**src/rtl/tilemap_writer_if.sv**
```systemverilog
// Command and memory-write signal bundle for tilemap_writer.
// The slave modport is the engine side; master is the CPU/memory side.
interface tilemap_writer_if;
  logic        cmd_valid;
  logic        cmd_ready;
  logic        cmd_fill;
  logic [6:0]  cmd_x;
  logic [5:0]  cmd_y;
  logic [15:0] cmd_tile;
  logic [29:0] mem_address;
  logic [31:0] mem_data;
  logic [3:0]  mem_be;
  logic        mem_we;
  logic        mem_ack;
  logic        busy;
  logic        done;
  logic        err;

  modport master (
    output cmd_valid, cmd_fill, cmd_x, cmd_y, cmd_tile, mem_ack,
    input  cmd_ready, mem_address, mem_data, mem_be, mem_we, busy, done, err
  );

  modport slave (
    input  cmd_valid, cmd_fill, cmd_x, cmd_y, cmd_tile, mem_ack,
    output cmd_ready, mem_address, mem_data, mem_be, mem_we, busy, done, err
  );
endinterface

```
**src/rtl/tilemap_writer.sv**
```systemverilog
// Tilemap write engine: single-tile writes and whole-map fill, two tiles per word.
// Optional macro TILEMAP_WRITER_BOUNDS_CHECK_EN rejects out-of-range single writes via err.
module tilemap_writer #(
  parameter int          MAP_W     = 80,
  parameter int          MAP_H     = 60,
  parameter logic [29:0] BASE_ADDR = 30'd0
) (
  input  logic              clk,
  input  logic              rst,
  tilemap_writer_if.slave   bus
);

  typedef enum logic [1:0] {IDLE, WRITE, FILL} state_t;

  localparam int          WORDS     = MAP_W * MAP_H / 2;
  localparam logic [11:0] LAST_WORD = 12'(WORDS - 1);

  state_t      r_state;
  logic [11:0] r_cnt;
  logic [29:0] r_addr;
  logic [31:0] r_data;
  logic [3:0]  r_be;
  logic        r_we;
  logic        r_busy;
  logic        r_done;

  logic [12:0] w_idx;
  logic        w_accept;
  logic        w_oob;

  // Index arithmetic wraps at 13 bits; bit 0 picks the half-word.
  assign w_idx    = 13'(bus.cmd_y) * 13'(MAP_W) + 13'(bus.cmd_x);
  assign w_accept = bus.cmd_valid && bus.cmd_ready;

  assign bus.cmd_ready   = (r_state == IDLE) && !rst;
  assign bus.mem_address = r_addr;
  assign bus.mem_data    = r_data;
  assign bus.mem_be      = r_be;
  assign bus.mem_we      = r_we;
  assign bus.busy        = r_busy;
  assign bus.done        = r_done;

`ifdef TILEMAP_WRITER_BOUNDS_CHECK_EN
  logic r_err;

  assign w_oob   = !bus.cmd_fill &&
                   ((32'(bus.cmd_x) >= 32'(MAP_W)) || (32'(bus.cmd_y) >= 32'(MAP_H)));
  assign bus.err = r_err;

  always_ff @(posedge clk or posedge rst) begin
    if (rst) r_err <= 1'b0;
    else     r_err <= w_accept && w_oob;
  end
`else
  assign w_oob   = 1'b0;
  assign bus.err = 1'b0;
`endif

  always_ff @(posedge clk or posedge rst) begin
    if (rst) begin
      r_state <= IDLE;
      r_cnt   <= 12'd0;
      r_addr  <= 30'd0;
      r_data  <= 32'd0;
      r_be    <= 4'd0;
      r_we    <= 1'b0;
      r_busy  <= 1'b0;
      r_done  <= 1'b0;
    end else begin
      r_done <= 1'b0;
      case (r_state)
        IDLE: begin
          if (w_accept && !w_oob) begin
            r_data <= {bus.cmd_tile, bus.cmd_tile};
            r_we   <= 1'b1;
            r_busy <= 1'b1;
            if (bus.cmd_fill) begin
              r_state <= FILL;
              r_cnt   <= 12'd0;
              r_addr  <= BASE_ADDR;
              r_be    <= 4'b1111;
            end else begin
              r_state <= WRITE;
              r_addr  <= BASE_ADDR + 30'(w_idx[12:1]);
              r_be    <= w_idx[0] ? 4'b0011 : 4'b1100;
            end
          end
        end
        WRITE: begin
          if (bus.mem_ack) begin
            r_state <= IDLE;
            r_we    <= 1'b0;
            r_busy  <= 1'b0;
            r_done  <= 1'b1;
          end
        end
        FILL: begin
          if (bus.mem_ack) begin
            if (r_cnt == LAST_WORD) begin
              r_state <= IDLE;
              r_we    <= 1'b0;
              r_busy  <= 1'b0;
              r_done  <= 1'b1;
            end else begin
              r_cnt  <= r_cnt + 12'd1;
              r_addr <= r_addr + 30'd1;
            end
          end
        end
        default: begin
          r_state <= IDLE;
          r_we    <= 1'b0;
          r_busy  <= 1'b0;
        end
      endcase
    end
  end

endmodule

```
**src/flat_wrapper.sv**
```systemverilog
// flat-port wrapper written by rule: the top's interface ports become plain ports
module tilemap_writer_flat 
#(
  parameter int          MAP_W     = 80,
  parameter int          MAP_H     = 60,
  parameter logic [29:0] BASE_ADDR = 30'd0
)
  (clk, rst, bus_cmd_valid, bus_cmd_fill, bus_cmd_x, bus_cmd_y, bus_cmd_tile, bus_mem_ack, bus_cmd_ready, bus_mem_address, bus_mem_data, bus_mem_be, bus_mem_we, bus_busy, bus_done, bus_err);
  tilemap_writer_if bus_i ();
  input  logic clk;
  input  logic rst;
  input wire logic [$bits(bus_i.cmd_valid)-1:0] bus_cmd_valid;
  input wire logic [$bits(bus_i.cmd_fill)-1:0] bus_cmd_fill;
  input wire logic [$bits(bus_i.cmd_x)-1:0] bus_cmd_x;
  input wire logic [$bits(bus_i.cmd_y)-1:0] bus_cmd_y;
  input wire logic [$bits(bus_i.cmd_tile)-1:0] bus_cmd_tile;
  input wire logic [$bits(bus_i.mem_ack)-1:0] bus_mem_ack;
  output wire logic [$bits(bus_i.cmd_ready)-1:0] bus_cmd_ready;
  output wire logic [$bits(bus_i.mem_address)-1:0] bus_mem_address;
  output wire logic [$bits(bus_i.mem_data)-1:0] bus_mem_data;
  output wire logic [$bits(bus_i.mem_be)-1:0] bus_mem_be;
  output wire logic [$bits(bus_i.mem_we)-1:0] bus_mem_we;
  output wire logic [$bits(bus_i.busy)-1:0] bus_busy;
  output wire logic [$bits(bus_i.done)-1:0] bus_done;
  output wire logic [$bits(bus_i.err)-1:0] bus_err;
  assign bus_i.cmd_valid = bus_cmd_valid;
  assign bus_i.cmd_fill = bus_cmd_fill;
  assign bus_i.cmd_x = bus_cmd_x;
  assign bus_i.cmd_y = bus_cmd_y;
  assign bus_i.cmd_tile = bus_cmd_tile;
  assign bus_i.mem_ack = bus_mem_ack;
  assign bus_cmd_ready = bus_i.cmd_ready;
  assign bus_mem_address = bus_i.mem_address;
  assign bus_mem_data = bus_i.mem_data;
  assign bus_mem_be = bus_i.mem_be;
  assign bus_mem_we = bus_i.mem_we;
  assign bus_busy = bus_i.busy;
  assign bus_done = bus_i.done;
  assign bus_err = bus_i.err;
  tilemap_writer #(.MAP_W(MAP_W), .MAP_H(MAP_H), .BASE_ADDR(BASE_ADDR)) u_core (.clk(clk), .rst(rst), .bus(bus_i));
endmodule
```
**config.mk**
```make
export PLATFORM = sky130hd
export DESIGN_NAME = tilemap_writer_flat
export DESIGN_NICKNAME = d
export VERILOG_FILES = /design/src/rtl/tilemap_writer_if.sv /design/src/rtl/tilemap_writer.sv /design/src/flat_wrapper.sv
export SDC_FILE = /design/constraint.sdc
export NUM_CORES = 1
export LEC_CHECK = 0
export BUFFER_PORTS_ARGS = -buffer_cell sky130_fd_sc_hd__buf_4
export CORE_AREA = 2 2 89 91
export DETAILED_ROUTE_END_ITERATION = 6
export DIE_AREA = 0 0 91 93
export PLACE_DENSITY_LB_ADDON = 0.25
export SLEW_MARGIN = 20
export SYNTH_ARGS = -nofsm -noshare
export SYNTH_HDL_FRONTEND = slang
export SYNTH_SLANG_ARGS = --single-unit
```
**constraint.sdc**
```tcl
create_clock -name clk -period 2.7 [get_ports clk]
set_input_delay 0.135 -clock clk [delete_from_list [all_inputs] [get_ports clk]]
set_output_delay 0.135 -clock clk [all_outputs]
set_load 0.03 [all_outputs]
```
==> results of run 1 <==
==> flip-flops by register name (all words and copies together), names as in the netlist <==
| register | count |
|---|---|
| u_core.bus.done | 1 |
| u_core.r_cnt | 12 |
| u_core.bus.mem_data | 16 |
| u_core.bus.mem_address | 30 |
| u_core.bus.mem_be | 2 |
| u_core.r_state | 2 |
| u_core.bus.busy | 1 |
==> cell type report <==
type | count | area [um^2]
Clock buffer | 9 | 123.9
Sequential cell | 64 | 1602
Inverter | 25 | 93.84
Fill cell | 649 | 2730
Clock inverter | 6 | 85.08
Multi-Input combinational cell | 291 | 1939
Tap cell | 102 | 127.6
Timing Repair Buffer | 110 | 825.8
==> kinds of logic after synthesis <==
logic type                 share of synthesized area, %
and+or+nand+nor                                   20.20
AOI/OAI and AO/OA                                 15.01
DFF                                               41.57
buffers and inverters                             8.087
adders and majority gates                         6.236
xor gates and xnor gates                          3.865
muxes                                             4.937
other                                           0.09734
==> power groups by stage <==
stage / clock (mW) / combinational [mW] / sequential, mW
after detailed placement: 0 / 2.68 / 1.51
after global routing: 0.925 / 2.89 / 1.54
after global placement: 0 / 2.64 / 1.50
final: 0.879 / 2.67 / 1.50
after CTS: 0.900 / 2.69 / 1.50
after floorplan: 0 / 1.52 / 1.93
==> layer usage <==
layer | GRT usage [%] | vias up | wire [um]
met4 | 7.576 | 0 | 119
met3 | 4.110 | 13 | 486
li1 | - | 1621 | -
met5 | 0 | - | 0
met2 | 36.17 | 99 | 4308
met1 | 27.70 | 1637 | 3796
==> worst max-delay path, delay by kind of cell, from the launching register on <==
| kind | cells | cell delay, ns |
|---|---|---|
| simple gates | 2 | 0.92 |
| flops | 1 | 0.40 |
| compound gates | 2 | 0.36 |
| fa+ha+maj | 1 | 0.35 |
| mux | 1 | 0.21 |
| buf+inv | 1 | 0.12 |
==> placed cells by master, fill, tap and decap left out, drive strengths merged, types with 2 or more instances in the layout <==
cell type and instances:
a21o 3, xor2 4, nand3 18, nand3b 2, and3 6, nor4 5, clkinvlp 2, a31oi 3
inv 24, a21oi 44, fa 2, nand2b 4, nor2b 6, nor2 28, buf 110, a22o 2
nand2 23, xnor2 13, o22ai 2, clkbuf 9, ha 16, mux2 16, nor3 7, o31ai 3
bufinv 2, clkinv 3, or3 18, nand4 13, dfrtp 64, o21ai 35, a22oi 4
==> per-stage QoR <==
stage          hold slack (ns)  setup WS (ns)  instance area (um^2)
3_3_place_gp            0.3689         0.4187                  4588
3_5_place_dp            0.3726         0.3198                  4588
6_report               0.02221         0.2720                  4797
5_1_grt                0.01250        0.04410                  4797
4_1_cts               0.006387         0.2799                  4797
2_1_floorplan           0.2452         0.4706                  3852
==> worst max path at each step <==
stage,slack [ns],depth (start not counted),endpoint,from
after floorplan,0.47,7,u_core.bus.mem_address[14],u_core.bus.mem_address[0]
after global placement,0.42,7,u_core.bus.mem_address[15],u_core.r_state[0]
after detailed placement,0.32,7,u_core.bus.mem_address[17],u_core.r_state[0]
after CTS,0.28,7,u_core.bus.mem_address[17],u_core.r_state[1]
after global routing,0.04,7,u_core.bus.mem_address[15],u_core.r_state[1]
final,0.27,7,u_core.bus.mem_address[15],u_core.r_state[1]
==> results.toml, run 1 <==
[outcome]
outcome = "completed"

[global_routing]
grt_pass1_vias = 3211
grt_pass1_wl_mm = 14.79
grt_max_degree = 48
grt_usage_pct = 21.42
antenna_found_initial = 0
grt.overflow.total = 0

[clock_tree]
cts_hold_buf = 0
cts_sinks = 64
cts.path.max_buffers = 2
path_clk_slew_ns = 0.07
cts_tree = "yes"
worst_skew_pair.late_latency_ns = 0.35
numCtsBuffers = 9
postCtsSetupBuffers = 0
cts_resized = 0
h-tree-depth = 3
clock-root-buffer = "clkbuf_8"

[synth]
synth_top_area_share_pct = 41.57
yosysTopAreaCell = "dfrtp_1"
synth_area_leaders = "dfrtp_1, a21oi_1, ha_1, mux2_2, o21ai_0"
synth_cell_types = 53
synthFlopType = "dfrtp_1"
async_flop_share_pct = 100.0
syn_nets = 466
ys_seq_area_share_pct = 41.57
yosys_warnings = 0
synth_most_common_cell = "dfrtp_1"
synth_edf_count = 0
syn_avg_cell_area_um2 = 9.305
synth.cell_area_um2 = 3852
synth_seq_cells = 64
synthCells = 414
synth_common_cells = "dfrtp_1, a21oi_1, o21ai_0, nor2_1, inv_1"

[min_path]
hp-class = "input pin to flip-flop"
min_from = "bus_cmd_tile[15]"
hold_depth = 2
holdPathEnd = "u_core.bus.mem_data[15]"

[timing]
tightest_slew_ns = 0.9578
rsz0062_at_grt = "no"
slew_violations = 0
fin_crit_sh_pct = 89.93
max-slew-margin-rel_pct = 36.05
fmax_mhz = 411.9
hold_viol_final = 0
finalSetupTns_ns = 0
fin_crit_ns = 2.428
setup_viol = 0
fin_skew_ns = 0.009846

[pwr]
combPwrFrac_pct = 52.9
p_switching_mw = 2.326
p_clk_share_pct = 17.4
ir_drop_mv = 0.7762
p_seq_share_pct = 29.7
p_leak_nw = 2.162
power_density_nw_per_um2 = 1054
power.internal_mw = 2.728
power_mw = 5.054
swShare_pct = 46.02

[drt]
antenna_left = 0
drc_errors = 0
vias = 3370
post_drt_wl_per_cell_um = 14.35
wirelength_mm = 8.709
dr.pass1.iters = 4
drtIter0Drc = 180
vias_per_cell = 5.552

[final_layout]
syn2layout_area_growth_pct = 24.52
final_nets = 553
antenna_cells = 0
fin_util_pct = 63.73
stdcell_count = 607
drive_gt1_share_pct = 31.49

[critical_path]
critPathCaptureType = "flip-flop"
required_ns = 2.97
rrSetupSlack_ns = 0.27
slowest_stage = "or3_2"
crit_fanout = 15
cp_slowest_stage_delay_ns = 0.56
path_cells = "inv_1, ha_1, mux2i_1, a21oi_2, nand4_2, or3_2, a21oi_1"
r2r_start = "u_core.r_state[1]"
critPathKind = "flip-flop to flip-flop"
start_kind = "flip-flop"
r2r-end = "u_core.bus.mem_address[15]"
crit_arrival_ns = 2.70
worst-r2r-cell-count = 7

[placement]
portBuffers = 103
dpl.cell_count = 592
gp_congestion = 0.8562
detailed_place_hpwl_mm = 6.462

[floorplan]
die_w_um = 91
initial_utilization_pct = 51.18
rows = 32
core_um2 = 7527
dieArea_um2 = 8463
ioPinCount = 105
die_h_um = 93

[job]
max_cap_violations = 0
Note: power is estimated with default switching activity, not from simulation.
==> run 2, diff against run 1 <==
--- a/config.mk
+++ b/config.mk
@@ -10,6 +10,7 @@
 export DETAILED_ROUTE_END_ITERATION = 6
 export DIE_AREA = 0 0 91 93
 export PLACE_DENSITY_LB_ADDON = 0.25
+export REMOVE_ABC_BUFFERS = 1
 export SLEW_MARGIN = 20
 export SYNTH_ARGS = -nofsm -noshare
 export SYNTH_HDL_FRONTEND = slang
==> run 2 against run 1 <==
Sequential share of layout area shrank 0.46 points. Global-route usage decreased by 0.26 points. Routed wire length rose by 0.15%. Clock-buffer cell count rose by 1. Critical path depth rose by 2. Via count shrank 1.3%. Clock skew rose by 0.0030 ns. Worst hold slack worse by 0.0026 ns. Total power grew 3.0%. Clock power rose by 17%. Fmax up 3.1%. Sequential cell count is the same.
==> results.toml, run 2 (synthesis gave the netlist of run 1 again) <==
[outcome]
outcome = "completed"

[final_layout]
final_area_um2 = 4865
syn2layout_area_growth_pct = 26.27
final_common_cell = "buf_4"
stdcell_count = 608
filler_cell_count = 655
largest_reg_flops = 30
final_nets = 553
most-common-layout-cells = "buf_4, dfrtp_1, a21oi_1"
fin_util_pct = 64.63
drive_gt1_share_pct = 31.42
antenna_cells = 0

[timing]
hold_viol_final = 0
fin_crit_ns = 2.356
fin_crit_sh_pct = 87.24
rsz0062_at_grt = "no"
slew_violations = 0
setup_viol = 0
tightest_slew_ns = 0.7983
timing.hold.ws_ns = 0.01958
fin_skew_ns = 0.01284
finalSetupTns_ns = 0
setup_ws_ns = 0.3445
fmax_mhz = 424.5
max-slew-margin-rel_pct = 46.65

[min_path]
hp-class = "input pin to flip-flop"
hold_depth = 2

[drt]
met2_wirelength_mm = 4.448
dr_wl_met3_um = 407
wl_met1_mm = 3.797
vias_per_cell = 5.470
post_drt_wl_per_cell_um = 14.35
drc_errors = 0
drtIter0Drc = 130
vias = 3326
antenna_left = 0
dr.pass1.iters = 4
wirelength_mm = 8.722
top_layer = "met4"

[clock_tree]
cts_sinks = 64
clock-root-buffer = "clkbuf_8"
path_clk_slew_ns = 0.08
h-tree-depth = 3
numCtsBuffers = 9
postCtsSetupBuffers = 0
worst_skew_pair.late_latency_ns = 0.34
cts_tree = "yes"
cts.path.max_buffers = 2

[floorplan]
core_um2 = 7527
die_w_um = 91
ioPinCount = 105
dieArea_um2 = 8463
die_h_um = 93
initial_utilization_pct = 51.18
rows = 32

[placement]
post-place-ws_ns = 0.2769
dpl.cell_count = 591
placed_area_um2 = 4593
portBuffers = 103
gp_congestion = 0.8205
detailed_place_hpwl_mm = 6.481

[job]
max_cap_violations = 0

[critical_path]
start_kind = "flip-flop"
crit_arrival_ns = 2.63
critPathCaptureType = "flip-flop"
required_ns = 2.97
crit_fanout = 16
critPathKind = "flip-flop to flip-flop"
worst-r2r-cell-count = 9

[pwr]
p_leak_nw = 2.188
power_mw = 5.204
ir_drop_mv = 0.8273
power_density_nw_per_um2 = 1070

[global_routing]
grt_pass1_vias = 3255
antenna_found_initial = 0
grt_max_degree = 41
grt.overflow.total = 0
grt_usage_pct = 21.16
grt_pass1_wl_mm = 14.59
-- run 2: metal layers --
layer | vias up | GRT usage, %
met5 | - | 0
met1 | 1614 | 26.30
li1 | 1621 | -
met4 | 0 | 6.944
met3 | 6 | 5.077
met2 | 85 | 36.42
-- run 2: area by class of cell --
cell class | instances | area (um^2) | share of cell area (%)
clock buffers | 10 | 137.6 | 2.829
clock inverters | 6 | 115.1 | 2.366
inverters | 25 | 93.84 | 1.929
multi-input cells | 291 | 1948 | 40.05
flip-flops and latches | 64 | 1602 | 32.92
well taps | 102 | 127.6 | 2.623
repair buffers | 110 | 840.8 | 17.28
-- run 2: final timing paths --
path | startpoint | end | slack, ns
min reg2reg | u_core.r_cnt[3] | u_core.r_cnt[3] | 0.51
min in group asynchronous | rst | u_core.bus.mem_address[0] | 0.45
max in group asynchronous | rst | u_core.bus.mem_address[13] | 1.64
min | bus_cmd_tile[13] | u_core.bus.mem_data[29] | 0.02
max reg2reg | u_core.r_state[1] | u_core.bus.mem_address[10] | 0.34
max | u_core.r_state[1] | u_core.bus.mem_address[10] | 0.34
-- run 2: power by group --
part | total [mW] | switching (mW) | internal [mW]
sequential | 1.51 | 0.289 | 1.22
combinational | 2.66 | 1.67 | 0.988
clock | 1.03 | 0.385 | 0.643
-- run 2: what timing repair did --
| action | CTS | global route |
|---|---|---|
| hold endpoints to repair | 24 | 0 |
| resized for setup | 0 | 1 |
| hold buffers | 1 | 0 |
| setup endpoints to repair | 0 | 2 |
-- run 2: worst max-delay path, stage by stage (launching register included) --
cell,delay (ns)
dfrtp_1,0.40
inv_1,0.10
ha_1,0.36
mux2i_1,0.21
a21o_1,0.24
a21oi_2,0.32
buf_4,0.28
nor2_1,0.05
a31oi_1,0.13
o311a_1,0.18
==> run 3, diff against run 2 <==
--- a/config.mk
+++ b/config.mk
@@ -6,9 +6,9 @@
 export NUM_CORES = 1
 export LEC_CHECK = 0
 export BUFFER_PORTS_ARGS = -buffer_cell sky130_fd_sc_hd__buf_4
-export CORE_AREA = 2 2 89 91
+export CORE_AREA = 2 2 64 126
 export DETAILED_ROUTE_END_ITERATION = 6
-export DIE_AREA = 0 0 91 93
+export DIE_AREA = 0 0 66 128
 export PLACE_DENSITY_LB_ADDON = 0.25
 export REMOVE_ABC_BUFFERS = 1
 export SLEW_MARGIN = 20
==> run 3 against run 2 <==
Critical path depth is 2 lower. First-iteration DRC count is 0.77% higher. Combinational power is 2% higher. Core utilization is 0.25 points higher. Global-route usage is 3.0 points higher. Critical endpoint is now u_core.bus.mem_address[17]. Largest power group unchanged. Highest routed layer unchanged.
==> results.toml, run 3 (synthesis gave the netlist of run 1 again) <==
[drt]
antenna_left = 0
wirelength_mm = 9.759
dr.pass1.iters = 5
drtIter0Drc = 131
post_drt_wl_per_cell_um = 16.24
drc_errors = 0
vias_per_cell = 5.649
vias = 3395

[min_path]
hold_depth = 2
hp-class = "input pin to flip-flop"
min_from = "bus_cmd_tile[11]"
holdPathEnd = "u_core.bus.mem_data[27]"

[clock_tree]
cts_tree = "yes"
cts_hold_buf = 1
numCtsBuffers = 9
cts.path.max_buffers = 2
path_clk_slew_ns = 0.05
h-tree-depth = 3
worst_skew_pair.late_latency_ns = 0.33
cts_sinks = 64
clock-root-buffer = "clkbuf_16"
cts_resized = 0
postCtsSetupBuffers = 0

[critical_path]
critPathCaptureType = "flip-flop"
worst-r2r-cell-count = 7
r2r-end = "u_core.bus.mem_address[17]"
critPathKind = "flip-flop to flip-flop"
start_kind = "flip-flop"
r2r_start = "u_core.r_state[0]"
rrSetupSlack_ns = 0.23
crit_fanout = 15
crit_arrival_ns = 2.72
required_ns = 2.95

[floorplan]
rows = 45
initial_utilization_pct = 51.06
core_um2 = 7545
die_h_um = 128
dieArea_um2 = 8448
ioPinCount = 105
die_w_um = 66

[pwr]
swShare_pct = 45.10
combPwrFrac_pct = 50.7
p_clk_share_pct = 20.9
p_seq_share_pct = 28.3
p_switching_mw = 2.422
p_leak_nw = 2.216
power.internal_mw = 2.947
ir_drop_mv = 0.9918
power_density_nw_per_um2 = 1097

[placement]
dpl.cell_count = 585
detailed_place_hpwl_mm = 7.350
portBuffers = 103
gp_congestion = 0.8291

[timing]
fin_crit_ns = 2.469
fin_skew_ns = 0.004775
timing.hold.ws_ns = 0.03576
fin_crit_sh_pct = 91.46
tightest_slew_ns = 0.8138
setup_viol = 0
rsz0062_at_grt = "no"
slew_violations = 0
finalSetupTns_ns = 0
max-slew-margin-rel_pct = 45.62
hold_viol_final = 0
fmax_mhz = 405.0

[final_layout]
largest_reg_flops = 30
drive_gt1_share_pct = 31.56
final_nets = 555
final_common_cell = "buf_4"
syn2layout_area_growth_pct = 27.05
most-common-layout-cells = "buf_4, dfrtp_1, a21oi_1"
stdcell_count = 601
filler_cell_count = 683
antenna_cells = 0

[global_routing]
antenna_found_initial = 0
grt_max_degree = 37
grt_pass1_vias = 3468
grt_usage_pct = 24.17
grt_pass1_wl_mm = 15.84
grt.overflow.total = 0

[job]
max_cap_violations = 0

[outcome]
outcome = "completed"
run 3: changes by cell type in the layout (fill, tap and decap cells not counted):
cell and change:
buf_4 +2, bufinv_16 -2, clkbuf_16 +9, clkbuf_8 -10, clkinv_2 +3, inv_6 -1
nand4_2 +1, nand4_4 -1
run 3: through the flow:
step | total power, mW | utilization [%] | area [um^2] | setup slack (ns)
2_1_floorplan | 3.192 | - | 3635 | 0.02061
3_3_place_gp | 4.201 | 60.95 | 4598 | 0.3841
3_5_place_dp | 4.259 | 60.95 | 4598 | 0.2712
4_1_cts | 5.388 | 64.88 | 4895 | 0.2554
5_1_grt | 5.663 | 64.88 | 4895 | 0.03408
6_report | 5.369 | 64.88 | 4895 | 0.2306
run 3: how the worst max path moves through the flow:
stage,startpoint,end,slack [ns],cells after the start
CTS,u_core.r_state[1],u_core.bus.mem_address[17],0.26,7
detailed placement,u_core.r_state[0],u_core.bus.mem_address[17],0.27,7
finish,u_core.r_state[0],u_core.bus.mem_address[17],0.23,7
global placement,bus_cmd_y[1],u_core.bus.mem_address[10],0.38,11
floorplan,u_core.r_state[0],u_core.bus.mem_address[8],0.02,7
global route,u_core.r_state[0],u_core.bus.mem_address[27],0.03,7
run 3: per-layer routing:
metal	part of all wire [%]	track usage, %	vias to the layer above
met1	36	26.42	1659
li1	-	-	1624
met5	0	0	-
met2	57	44.27	92
met3	4.0	4.478	20
met4	2.5	10.20	0
run 3: cell type report:
type | count | area [um^2] | area share (%)
inverter | 25 | 93.84 | 1.917
tap | 94 | 117.6 | 2.403
timing repair buffer | 112 | 855.8 | 17.48
clock buffer | 9 | 225.2 | 4.601
clock inverter | 6 | 61.31 | 1.253
sequential | 64 | 1602 | 32.72
multi-input combinational | 291 | 1939 | 39.62
run 3: power by group through the flow:
stage	sequential, mW	clock [mW]	combinational, mW
after floorplan	2.23	0	0.960
after detailed placement	1.52	0	2.73
after global routing	1.56	1.18	2.92
after global placement	1.51	0	2.69
final	1.52	1.12	2.72
after CTS	1.51	1.14	2.74
run 3: worst max-delay path, stage by stage (launching register included):
cell and delay (ns):
dfrtp_1 0.42, inv_1 0.11, ha_1 0.37, mux2i_1 0.21, a21oi_2 0.22, nand4_2 0.35
or3_2 0.56, a21oi_1 0.16
